--- config.mk ---
export PLATFORM = sky130hd
export DESIGN_NAME = serial_adder_ctrl_flat
export DESIGN_NICKNAME = d
export VERILOG_FILES = /design/src/rtl/serial_adder_ctrl_if.sv /design/src/rtl/serial_adder_ctrl.sv /design/src/flat_wrapper.sv
export SDC_FILE = /design/constraint.sdc
export NUM_CORES = 1
export LEC_CHECK = 0
export CAP_MARGIN = 0
export CORE_MARGIN = 2
export CORE_UTILIZATION = 45
export CTS_CLUSTER_DIAMETER = 150
export DETAILED_ROUTE_END_ITERATION = 8
export GPL_TIMING_DRIVEN = 0
export PLACE_DENSITY = 0.77
export SLEW_MARGIN = 20
export SYNTH_ARGS = -nofsm -noshare
export SYNTH_HDL_FRONTEND = slang
export SYNTH_HIERARCHICAL = 1
export SYNTH_SLANG_ARGS = --single-unit
export TNS_END_PERCENT = 1
--- constraint.sdc ---
create_clock -name clk -period 2.4 [get_ports clk]
set_input_delay 0.24 -clock clk [delete_from_list [all_inputs] [get_ports clk]]
set_output_delay 0.24 -clock clk [all_outputs]
set_load 0.1 [all_outputs]
--- src/rtl/serial_adder_ctrl_if.sv ---
// Handshake and data bundle for serial_adder_ctrl.
// The overflow signal exists only when SERIAL_ADDER_OVF_EN is defined.
interface serial_adder_ctrl_if #(
  parameter int NUM_BITS = 8
);
  logic                start;
  logic [NUM_BITS-1:0] a;
  logic [NUM_BITS-1:0] b;
  logic                carry_in;
  logic                busy;
  logic                done;
  logic [NUM_BITS-1:0] sum;
  logic                carry_out;
`ifdef SERIAL_ADDER_OVF_EN
  logic                overflow;
`endif

  modport master (
    output start, a, b, carry_in,
`ifdef SERIAL_ADDER_OVF_EN
    input  overflow,
`endif
    input  busy, done, sum, carry_out
  );

  modport slave (
    input  start, a, b, carry_in,
`ifdef SERIAL_ADDER_OVF_EN
    output overflow,
`endif
    output busy, done, sum, carry_out
  );
endinterface

--- src/rtl/serial_adder_ctrl.sv ---
// Bit-serial NUM_BITS-wide adder: one full-adder slice sequenced LSB first.
// Optional signed-overflow output enabled by defining SERIAL_ADDER_OVF_EN.
module adder_1bit (
  input  logic a,
  input  logic b,
  input  logic carry_in,
  output logic sum,
  output logic carry_out
);
  assign sum       = a ^ b ^ carry_in;
  assign carry_out = (a & b) | (carry_in & (a ^ b));
endmodule

module serial_adder_ctrl #(
  parameter int NUM_BITS = 8
) (
  input  logic               clk,
  input  logic               rst,
  serial_adder_ctrl_if.slave bus
);
  localparam int CNT_W = $clog2(NUM_BITS) + 1;
  localparam logic [CNT_W-1:0] LAST_BIT = CNT_W'(NUM_BITS - 1);

  localparam logic [1:0] ST_IDLE = 2'd0;
  localparam logic [1:0] ST_ADD  = 2'd1;
  localparam logic [1:0] ST_DONE = 2'd2;

  logic [1:0]          state_reg;
  logic [NUM_BITS-1:0] a_sr_reg;
  logic [NUM_BITS-1:0] b_sr_reg;
  logic [NUM_BITS-1:0] res_sr_reg;
  logic                c_reg;
  logic [CNT_W-1:0]    cnt_reg;
  logic                busy_reg;
  logic                done_reg;
  logic [NUM_BITS-1:0] sum_reg;
  logic                carry_out_reg;
  logic                slice_sum;
  logic                slice_carry;

  adder_1bit u_slice (
    .a         (a_sr_reg[0]),
    .b         (b_sr_reg[0]),
    .carry_in  (c_reg),
    .sum       (slice_sum),
    .carry_out (slice_carry)
  );

  always_ff @(posedge clk or posedge rst) begin
    if (rst) begin
      state_reg     <= ST_IDLE;
      a_sr_reg      <= '0;
      b_sr_reg      <= '0;
      res_sr_reg    <= '0;
      c_reg         <= 1'b0;
      cnt_reg       <= '0;
      busy_reg      <= 1'b0;
      done_reg      <= 1'b0;
      sum_reg       <= '0;
      carry_out_reg <= 1'b0;
    end else begin
      // done trails the DONE state by one edge, so it coincides with the
      // freshly published sum/carry_out.
      done_reg <= (state_reg == ST_DONE);
      case (state_reg)
        ST_IDLE: begin
          if (bus.start) begin
            a_sr_reg   <= bus.a;
            b_sr_reg   <= bus.b;
            c_reg      <= bus.carry_in;
            res_sr_reg <= '0;
            cnt_reg    <= '0;
            busy_reg   <= 1'b1;
            state_reg  <= ST_ADD;
          end
        end
        ST_ADD: begin
          a_sr_reg   <= a_sr_reg >> 1;
          b_sr_reg   <= b_sr_reg >> 1;
          res_sr_reg <= {slice_sum, res_sr_reg[NUM_BITS-1:1]};
          c_reg      <= slice_carry;
          cnt_reg    <= cnt_reg + CNT_W'(1);
          if (cnt_reg == LAST_BIT) begin
            state_reg <= ST_DONE;
          end
        end
        ST_DONE: begin
          sum_reg       <= res_sr_reg;
          carry_out_reg <= c_reg;
          busy_reg      <= 1'b0;
          state_reg     <= ST_IDLE;
        end
        default: begin
          busy_reg  <= 1'b0;
          state_reg <= ST_IDLE;
        end
      endcase
    end
  end

`ifdef SERIAL_ADDER_OVF_EN
  logic ovf_reg;
  logic overflow_reg;

  // Signed overflow: carry into the MSB differs from carry out of it.
  always_ff @(posedge clk or posedge rst) begin
    if (rst) begin
      ovf_reg      <= 1'b0;
      overflow_reg <= 1'b0;
    end else begin
      if (state_reg == ST_ADD && cnt_reg == LAST_BIT) begin
        ovf_reg <= c_reg ^ slice_carry;
      end
      if (state_reg == ST_DONE) begin
        overflow_reg <= ovf_reg;
      end
    end
  end

  assign bus.overflow = overflow_reg;
`endif

  assign bus.busy      = busy_reg;
  assign bus.done      = done_reg;
  assign bus.sum       = sum_reg;
  assign bus.carry_out = carry_out_reg;
endmodule
--- src/flat_wrapper.sv ---
// flat-port wrapper written by rule: the top's interface ports become plain ports
module serial_adder_ctrl_flat 
#(
  parameter int NUM_BITS = 8
)
  (clk, rst, bus_start, bus_a, bus_b, bus_carry_in, bus_busy, bus_done, bus_sum, bus_carry_out);
  serial_adder_ctrl_if #(.NUM_BITS(NUM_BITS)) bus_i ();
  input  logic clk;
  input  logic rst;
  input wire logic [$bits(bus_i.start)-1:0] bus_start;
  input wire logic [$bits(bus_i.a)-1:0] bus_a;
  input wire logic [$bits(bus_i.b)-1:0] bus_b;
  input wire logic [$bits(bus_i.carry_in)-1:0] bus_carry_in;
  output wire logic [$bits(bus_i.busy)-1:0] bus_busy;
  output wire logic [$bits(bus_i.done)-1:0] bus_done;
  output wire logic [$bits(bus_i.sum)-1:0] bus_sum;
  output wire logic [$bits(bus_i.carry_out)-1:0] bus_carry_out;
  assign bus_i.start = bus_start;
  assign bus_i.a = bus_a;
  assign bus_i.b = bus_b;
  assign bus_i.carry_in = bus_carry_in;
  assign bus_busy = bus_i.busy;
  assign bus_done = bus_i.done;
  assign bus_sum = bus_i.sum;
  assign bus_carry_out = bus_i.carry_out;
  serial_adder_ctrl #(.NUM_BITS(NUM_BITS)) u_core (.clk(clk), .rst(rst), .bus(bus_i));
endmodule
==> flow_summary.json, run 1 <==
{
  "drv_cap": 0,
  "max_slew_margin_pct": 35.57,
  "grt_first_pass_wirelength_mm": 5.968,
  "period_share_pct": 83.67,
  "fin_ws_ps": 391.9,
  "status": "finished clean",
  "max_freq_mhz": 498.0,
  "cp_data_arrival_time_ps": 1770,
  "worst-path-buf-inv": 1,
  "drc_errors": 0,
  "synth_xor_area_share_pct": 0,
  "die_w_um": 68.19,
  "place.detailed.hpwl_mm": 2.642,
  "io_pins": 31,
  "place_congestion": 0.7699,
  "start_util_pct": 46.69,
  "hold_viol": 0,
  "grt_setup_unrepaired": "false",
  "cts_tree": "done",
  "mostFrequentLayoutCell": "dfrtp_1",
  "cp_max_fo": 2,
  "path_cells": "clkdlybuf4s50_1",
  "maxSlewViolCount": 0,
  "synth_seq_cells": 42,
  "cp_top_family": "buffers and inverters",
  "detail_route.vias_per_cell": 5.227,
  "power_frac_comb_pct": 47.0,
  "first_pass_iters": 4,
  "setup_violations": 0,
  "tightest_slew_ps": 963.5,
  "ys_seq_area_share_pct": 56.68,
  "drive_above_1_share_pct": 11.44,
  "grt_overflow": 0,
  "synth_cell_type_count": 24,
  "power.density_nw_per_um2": 1313,
  "n_fill_cell": 334,
  "wl_per_cell_um": 13.85,
  "antenna_cells": 0,
  "grt_max_degree": 28,
  "power.internal_mw": 1.741,
  "antenna_found_initial": 0,
  "grtUsageTotal_pct": 17.52,
  "skew_ps": 4.516,
  "postRouteAntennaNets": 0,
  "critPathSlowestCell": "clkdlybuf4s50_1",
  "muxShareOfSynthArea_pct": 6.073,
  "postLayoutCoreUtil_pct": 58.38,
  "pwr-share-seq_pct": 38.2,
  "syn-cell-area_um2": 1854,
  "synth_top_family_by_area": "compound AO/OA/AOI/OAI gates",
  "layout_common_cells": "dfrtp_1 (42), clkdlybuf4s50_1 (29), nand2_1 (19), a21oi_1 (17), o21ai_1 (16)",
  "die_area_um2": 4650,
  "postCtsSetupRepairBufs": 0,
  "cts_buffers": 5,
  "tns_ps": 0,
  "cts_root_buf": "clkbuf_8",
  "switchingPower_mw": 1.304,
  "clk_pin_slew_ps": 70,
  "die_y_um": 68.19,
  "ctsHoldBuffers": 0,
  "dr.first_iter.drc_count": 39,
  "yosys.area_share.adder_pct": 1.754,
  "cp-start-kind": "register",
  "drt_wl_total_mm": 3.476,
  "dr_total_vias": 1312,
  "placementRows": 23,
  "reg2reg_slack_ps": 1120,
  "max_stage_delay_ps": 1130,
  "io_buffers": 29,
  "swShare_pct": 42.83,
  "endpoint_kind": "output pin",
  "synth-warning-count": 6,
  "synthesis.nets": 185,
  "crit_type": "register to output pin",
  "cts.sinks": 42,
  "avgSynthCellArea_um2": 11.38,
  "p_clk_share_pct": 14.8,
  "clk_latency_ps": 290,
  "synth-compound-area-share_pct": 16.40,
  "ir_worst_vdd_mv": 0.4681,
  "finalCriticalPeriod_ps": 2008,
  "fin_nets": 222,
  "syn_to_final_growth_pct": 25.03,
  "place_ws_ps": 691.6,
  "cellLeakagePower_nw": 1.116,
  "first_global_vias": 1336,
  "core_um2": 3971,
  "htree_levels": 2,
  "synth_cells": 163,
  "cp.required_ps": 2160,
  "cts_resized": 0,
  "hold_class": "primary input to async pin",
  "clock_path_buffers": 2,
  "synthSimpleGateAreaFrac_pct": 14.51
}
-- cell type report --
| class | instances | area [µm²] | share of cell area [%] |
|---|---|---|---|
| flip-flops and latches | 42 | 1051 | 45.33 |
| plain buffers | 12 | 81.33 | 3.508 |
| multi-input cells | 108 | 718.2 | 30.98 |
| clock inverters | 1 | 5.005 | 0.2159 |
| well taps | 50 | 62.56 | 2.698 |
| clock buffers | 7 | 86.33 | 3.724 |
| inverters | 1 | 3.754 | 0.1619 |
| repair buffers | 30 | 310.3 | 13.38 |
-- path summary, 6_finish.rpt --
kind,start,to,depth (start not counted)
max,u_core/bus.carry_out,bus_carry_out,1
min,rst,u_core/bus.sum[2],2
max reg2reg,u_core/state_reg[0],u_core/a_sr_reg[6],5
min reg2reg,u_core/bus.sum[4],u_core/bus.sum[4],1
max in group asynchronous,rst,u_core/b_sr_reg[4],3
min in group clk,bus_start,u_core/bus.busy,4
-- synth_stat cells, drive strengths merged --
cell type  number  share of area (%)
o21bai          1                1.0
nor2            4               0.81
a21oi          17                4.6
o31ai           1               0.41
a22o           10                4.7
mux2           10                6.1
fa              1                1.1
dfrtp          42                 57
buf            12                4.4
and3b          14                6.6
nand2b          1               0.34
o21ai          18                4.9
a22oi           2               0.81
nor3            1               0.27
and2            1               0.34
nand2          19                3.8
nor2b           6                2.0
ha              1               0.67
nand3           1               0.27
inv             1               0.20
-- power groups by stage --
stage	combinational [mW]	clock [mW]	sequential [mW]
after CTS	1.44	0.464	1.17
after global routing	1.55	0.503	1.20
after floorplan	0.680	0	1.57
after global placement	1.39	0	1.16
after detailed placement	1.44	0	1.18
final	1.43	0.451	1.16
-- per-layer routing --
layer  global-route usage, %  wire length [µm]  up-vias
li1                        -                 -      644
met1                   20.43              1499      635
met2                   30.83              1790       30
met3                   5.921               161        3
met4                   4.500                24        0
met5                       0                 0        -
-- logic make-up (layout without fill, tap and decap cells) --
kind of cell    after synthesis  count (layout)
compound gates               49              49
fa+ha+maj                     2               2
buf+inv                      13              51
flops                        42              42
mux                          10              10
simple gates                 47              47
-- metrics by stage --
stage	hold slack (ps)	area (µm²)	power, mW	instances
floorplan	422.0	1854	2.251	163
global placement	465.9	2207	2.551	242
detailed placement	473.8	2227	2.622	243
CTS	243.0	2318	3.073	251
global route	259.8	2318	3.256	251
finish	233.5	2318	3.045	251
(Power assumes the default switching activity.)
==> run 2, diff against run 1 <==
==> constraint.sdc (replaced) <==
create_clock -name clk -period 2.01 [get_ports clk]
set_input_delay 0.201 -clock clk [delete_from_list [all_inputs] [get_ports clk]]
set_output_delay 0.201 -clock clk [all_outputs]
set_load 0.1 [all_outputs]
==> run 2 against run 1 <==
  * Worst setup slack got worse by 350 ps
  * Hold slack got worse by 40 ps
  * Final area is 0.65% higher
  * Die area is the same
  * Final cell count stayed put
  * Power increased by 19%
  * Global-route usage unchanged
  * Clock power is 20% higher
  * Wire length is 0.35% higher
  * Highest routed layer unchanged
==> flow_summary.json, run 2 (synthesis results as in run 1) <==
{
  "max_slew_margin_pct": 35.57,
  "crit_start": "u_core/bus.sum[6]",
  "drc_errors": 0,
  "final_area_um2": 2333,
  "detail_route.vias_per_cell": 5.239,
  "cts_buffers": 5,
  "maxSlewViolCount": 0,
  "status": "finished clean",
  "cp_data_arrival_time_ps": 1760,
  "reg2reg_slack_ps": 730,
  "fin_nets": 222,
  "wl_per_cell_um": 13.90,
  "cts.sinks": 42,
  "r2r_start": "u_core/state_reg[0]",
  "grtUsageTotal_pct": 17.52,
  "core_um2": 3971,
  "tns_ps": 0,
  "mostFrequentLayoutCell": "dfrtp_1",
  "cp_top_family": "buffers and inverters",
  "finalCriticalPeriod_ps": 1964,
  "max_freq_mhz": 509.2,
  "crit_type": "register to output pin",
  "hold_class": "primary input to async pin",
  "skew_ps": 5.502,
  "dp_cells": 243,
  "endpoint_kind": "output pin",
  "drt_wl_total_mm": 3.488,
  "cellLeakagePower_nw": 1.211,
  "place_ws_ps": 340.6,
  "drive_above_1_share_pct": 11.44,
  "antenna_found_initial": 0,
  "grt_setup_unrepaired": "false",
  "cp_max_fo": 2,
  "fin_ws_ps": 46.17,
  "worst-path-buf-inv": 1,
  "n_fill_cell": 334,
  "path_cells": "clkdlybuf4s50_1",
  "placed_area_um2": 2227,
  "cts_root_buf": "clkbuf_8",
  "layout.cells.non_filler": 251,
  "hold_viol": 0,
  "place_congestion": 0.7699,
  "first_pass_iters": 4,
  "grt_first_pass_wirelength_mm": 5.968,
  "clk_latency_ps": 290,
  "die_area_um2": 4650,
  "postRouteAntennaNets": 0,
  "cp-start-kind": "register",
  "dr_total_vias": 1315,
  "grt_overflow": 0,
  "clk_pin_slew_ps": 80,
  "grt_max_degree": 28,
  "start_util_pct": 46.69,
  "cts_tree": "done",
  "io_buffers": 29,
  "drv_cap": 0,
  "period_share_pct": 97.70,
  "setup_violations": 0,
  "tightest_slew_ps": 963.4,
  "die_y_um": 68.19,
  "max_stage_delay_ps": 1130,
  "htree_levels": 2,
  "place.detailed.hpwl_mm": 2.642,
  "layout_common_cells": "dfrtp_1 (42), clkdlybuf4s50_1 (23), nand2_1 (19), a21oi_1 (17), o21ai_1 (16)",
  "syn_to_final_growth_pct": 25.84,
  "dr.first_iter.drc_count": 43,
  "hold_ws_ps": 193.7,
  "antenna_cells": 0,
  "io_pins": 31,
  "cp.required_ps": 1810,
  "clock_path_buffers": 2,
  "critPathSlowestCell": "clkdlybuf4s50_1",
  "first_global_vias": 1336,
  "placementRows": 23,
  "ir_worst_vdd_mv": 0.5588,
  "power.density_nw_per_um2": 1557,
  "die_w_um": 68.19
}
run 2: changes by cell type in the layout (fill, tap and decap cells not counted), sizes merged:
cell / before / now
clkdlybuf4s50: 29 / 23
dlymetal6s2s: 0 / 6
run 2: layout make-up:
type                            instances  area [µm²]  area share, %
Multi-Input combinational cell        108       718.2          30.78
Sequential cell                        42        1051          45.04
Clock inverter                          1       5.005         0.2145
Tap cell                               50       62.56          2.681
Buffer                                 12       81.33          3.485
Timing Repair Buffer                   30       325.3          13.94
Clock buffer                            7       86.33          3.700
Inverter                                1       3.754         0.1609
run 2: power by group:
part | internal [mW] | switching, mW
combinational | 0.627 | 1.08
clock | 0.277 | 0.264
sequential | 1.17 | 0.216
run 2: worst paths after layout:
check	cells past startpoint	end
hold reg to reg	1	u_core/bus.sum[0]
max in group asynchronous	3	u_core/b_sr_reg[4]
min in group clk	4	u_core/bus.busy
setup / recovery	1	bus_sum[6]
hold / removal	2	u_core/bus.sum[2]
setup reg to reg	5	u_core/a_sr_reg[6]
run 2: through the flow:
step	utilization, %	total power, mW
floorplan	-	2.687
global placement	55.58	3.046
detailed placement	56.08	3.130
CTS	58.38	3.670
global route	58.76	3.882
finish	58.76	3.634
run 2: routing by layer:
layer,GRT usage [%],share of wire (%),up-vias
met1,20.43,43,635
met3,5.921,4.8,3
met5,0,0,-
li1,-,-,645
met2,30.83,52,32
met4,4.500,0.69,0
run 2: timing repair:
item / 4_1_cts / 5_1_grt
endpoints found under the setup margin: 0 / 6
hold buffers: 0 / 0
setup buffers: 0 / 0
resized for setup: 0 / 6
==> run 3, diff against run 2 <==
--- a/config.mk
+++ b/config.mk
@@ -12,9 +12,8 @@
 export DETAILED_ROUTE_END_ITERATION = 8
 export GPL_TIMING_DRIVEN = 0
 export PLACE_DENSITY = 0.77
-export SLEW_MARGIN = 20
+export SLEW_MARGIN = 15
 export SYNTH_ARGS = -nofsm -noshare
 export SYNTH_HDL_FRONTEND = slang
-export SYNTH_HIERARCHICAL = 1
 export SYNTH_SLANG_ARGS = --single-unit
 export TNS_END_PERCENT = 1
==> run 3 against run 2 <==
  * Non-clock buffer count is 2 lower
  * Final cell count is 4.8% lower
  * Count of clock-buffer cells in the layout is 1 lower
  * Clock skew is 0.95 ps higher
  * Register-to-register slack hardly changed
  * First-iteration DRC count is 19% higher
  * Sequential share of layout area is 0.45 points lower
  * Utilization is 1.0 points higher
  * Critical path type unchanged
  * Critical endpoint is now bus_done
  * Largest cell class unchanged
  * Largest power group unchanged
  * Highest routed layer unchanged
==> flow_summary.json, run 3 <==
{
  "status": "finished clean",
  "layout_common_cells": "dfrtp_1 (42), clkdlybuf4s50_1 (20), nand2_1 (19), mux2i_1 (11), o21ai_0 (10)",
  "endpoint_kind": "output pin",
  "period_share_pct": 96.44,
  "max_slew_margin_pct": 34.72,
  "mostFrequentLayoutCell": "dfrtp_1",
  "drc_errors": 0,
  "start_util_pct": 46.30,
  "core_um2": 3943,
  "htree_levels": 2,
  "cts_tree": "done",
  "cts_root_buf": "clkbuf_8",
  "worst-path-buf-inv": 1,
  "setup_violations": 0,
  "io_pins": 31,
  "hold_class": "primary input to async pin",
  "skew_ps": 6.449,
  "synth_cell_type_count": 31,
  "die_area_um2": 4582,
  "synthFlopType": "dfrtp_1",
  "cts_buffers": 5,
  "tightest_slew_ps": 977.6,
  "synth-warning-count": 0,
  "cp_data_arrival_time_ps": 1740,
  "place_congestion": 0.7887,
  "synth_seq_cells": 42,
  "cp_top_family": "buffers and inverters",
  "yosys.area.top_type": "dfrtp_1",
  "syn-cell-area_um2": 1826,
  "place_ws_ps": 322.0,
  "power.density_nw_per_um2": 1676,
  "avgSynthCellArea_um2": 12.17,
  "io_buffers": 30,
  "fin_ws_ps": 71.58,
  "grt_overflow": 0,
  "grt_max_degree": 28,
  "cp.required_ps": 1810,
  "die_w_um": 67.69,
  "met2_usage_pct": 32.60,
  "tns_ps": 0,
  "synthArstFlopShare_pct": 100.0,
  "cp_max_fo": 1,
  "synth_most_common_cell": "dfrtp_1",
  "met1_usage_pct": 22.79,
  "finalCriticalPeriod_ps": 1938,
  "synth_cells": 150,
  "synthesis.nets": 172,
  "hold_ws_ps": 195.2,
  "wl_per_cell_um": 15.35,
  "dr_total_vias": 1235,
  "synth-edff-count": 0,
  "cts.sinks": 42,
  "ctsHoldBuffers": 0,
  "crit_type": "register to output pin",
  "first_pass_iters": 4,
  "place.detailed.hpwl_mm": 2.679,
  "detail_route.vias_per_cell": 5.167,
  "path_cells": "clkdlybuf4s50_1",
  "cellLeakagePower_nw": 1.233,
  "max_freq_mhz": 515.9,
  "clk_latency_ps": 290,
  "cp-start-kind": "register",
  "layout.cells.non_filler": 239,
  "drt_wl_total_mm": 3.668,
  "power_mw": 3.951,
  "clock_path_buffers": 2,
  "antenna_found_initial": 0,
  "clk_pin_slew_ps": 80,
  "synth.area.top_cells": "dfrtp_1 (58%), mux2i_1 (6.0%), mux2_4 (5.8%)",
  "placementRows": 23,
  "grt_setup_unrepaired": "false",
  "dr.first_iter.drc_count": 51,
  "grt.busiest_layer": "met2",
  "syn_to_final_growth_pct": 29.13,
  "grtUsageTotal_pct": 18.80,
  "dp_cells": 231,
  "synth_top_area_share_pct": 57.57,
  "drv_cap": 0,
  "fin_nets": 210,
  "die_y_um": 67.69,
  "antenna_cells": 0,
  "max_stage_delay_ps": 1120,
  "postRouteAntennaNets": 0,
  "hold_viol": 0,
  "grt_first_pass_wirelength_mm": 6.265,
  "drive_above_1_share_pct": 15.87,
  "ir_worst_vdd_mv": 0.7549,
  "first_global_vias": 1313,
  "critPathSlowestCell": "clkdlybuf4s50_1",
  "synthTopCellsByCount": "dfrtp_1 (42), nand2_1 (19), mux2i_1 (11)",
  "ys_seq_area_share_pct": 57.57,
  "use_met3_pct": 5.167,
  "maxSlewViolCount": 0
}
==> run 3: worst paths after layout <==
kind	start	endpoint	slack, ps	cells past startpoint
max	u_core.bus.done	bus_done	70	1
min reg2reg	u_core.b_sr_reg[4]	u_core.b_sr_reg[4]	490	2
max reg2reg	u_core.state_reg[1]	u_core.a_sr_reg[0]	720	5
min in group clk	u_core.b_sr_reg[4]	u_core.b_sr_reg[4]	490	2
min	rst	u_core.bus.sum[7]	200	2
max in group asynchronous	rst	u_core.b_sr_reg[3]	1350	3
==> run 3: what timing repair did <==
action | CTS | global route
setup endpoints to repair | 5 | 5
hold endpoints to repair | 0 | 0
gates resized for setup | 5 | 5
buffers inserted | 0 | 0
==> run 3: final cells by class <==
cell class / count / area, µm²
inverter: 8 / 30.03
clock buffer: 6 / 82.58
sequential: 42 / 1051
timing repair buffer: 31 / 326.6
multi-input combinational: 91 / 671.9
tap: 50 / 62.56
buffer: 9 / 72.57
clock inverter: 2 / 60.06
fill: 315 / 1585
==> run 3: cells by family (layout without fill, tap and decap cells) <==
family,Yosys count,count (layout),synth area share (%)
AO/OA/AOI/OAI,39,39,13.78
flip-flops,42,42,57.57
AND/OR/NAND/NOR,30,30,8.362
buffers and inverters,17,56,5.620
multiplexers,19,19,12.41
adder cells (fa/ha/maj),2,2,1.782
XOR/XNOR,1,1,0.4799
==> run 3: metal layers <==
metal  up-vias  routed length, µm
li1        593                  -
met1       606               1582
met2        32               1853
met3         4                186
met4         0                 46
met5         -                  0
==> run 3: report_power, final <==
part	leakage, nW	internal, mW	switching, mW	total [mW]
sequential	0.541	1.19	0.220	1.41
clock	0.0714	0.530	0.285	0.815
combinational	0.620	0.627	1.10	1.73
total	1.23	2.34	1.61	3.95
==> run 3: metrics by stage <==
stage | utilization (%) | instance area, µm²
5_1_grt | 59.79 | 2357
3_5_place_dp | 56.01 | 2208
2_1_floorplan | - | 1826
3_3_place_gp | 55.51 | 2188
4_1_cts | 59.47 | 2345
6_report | 59.79 | 2357
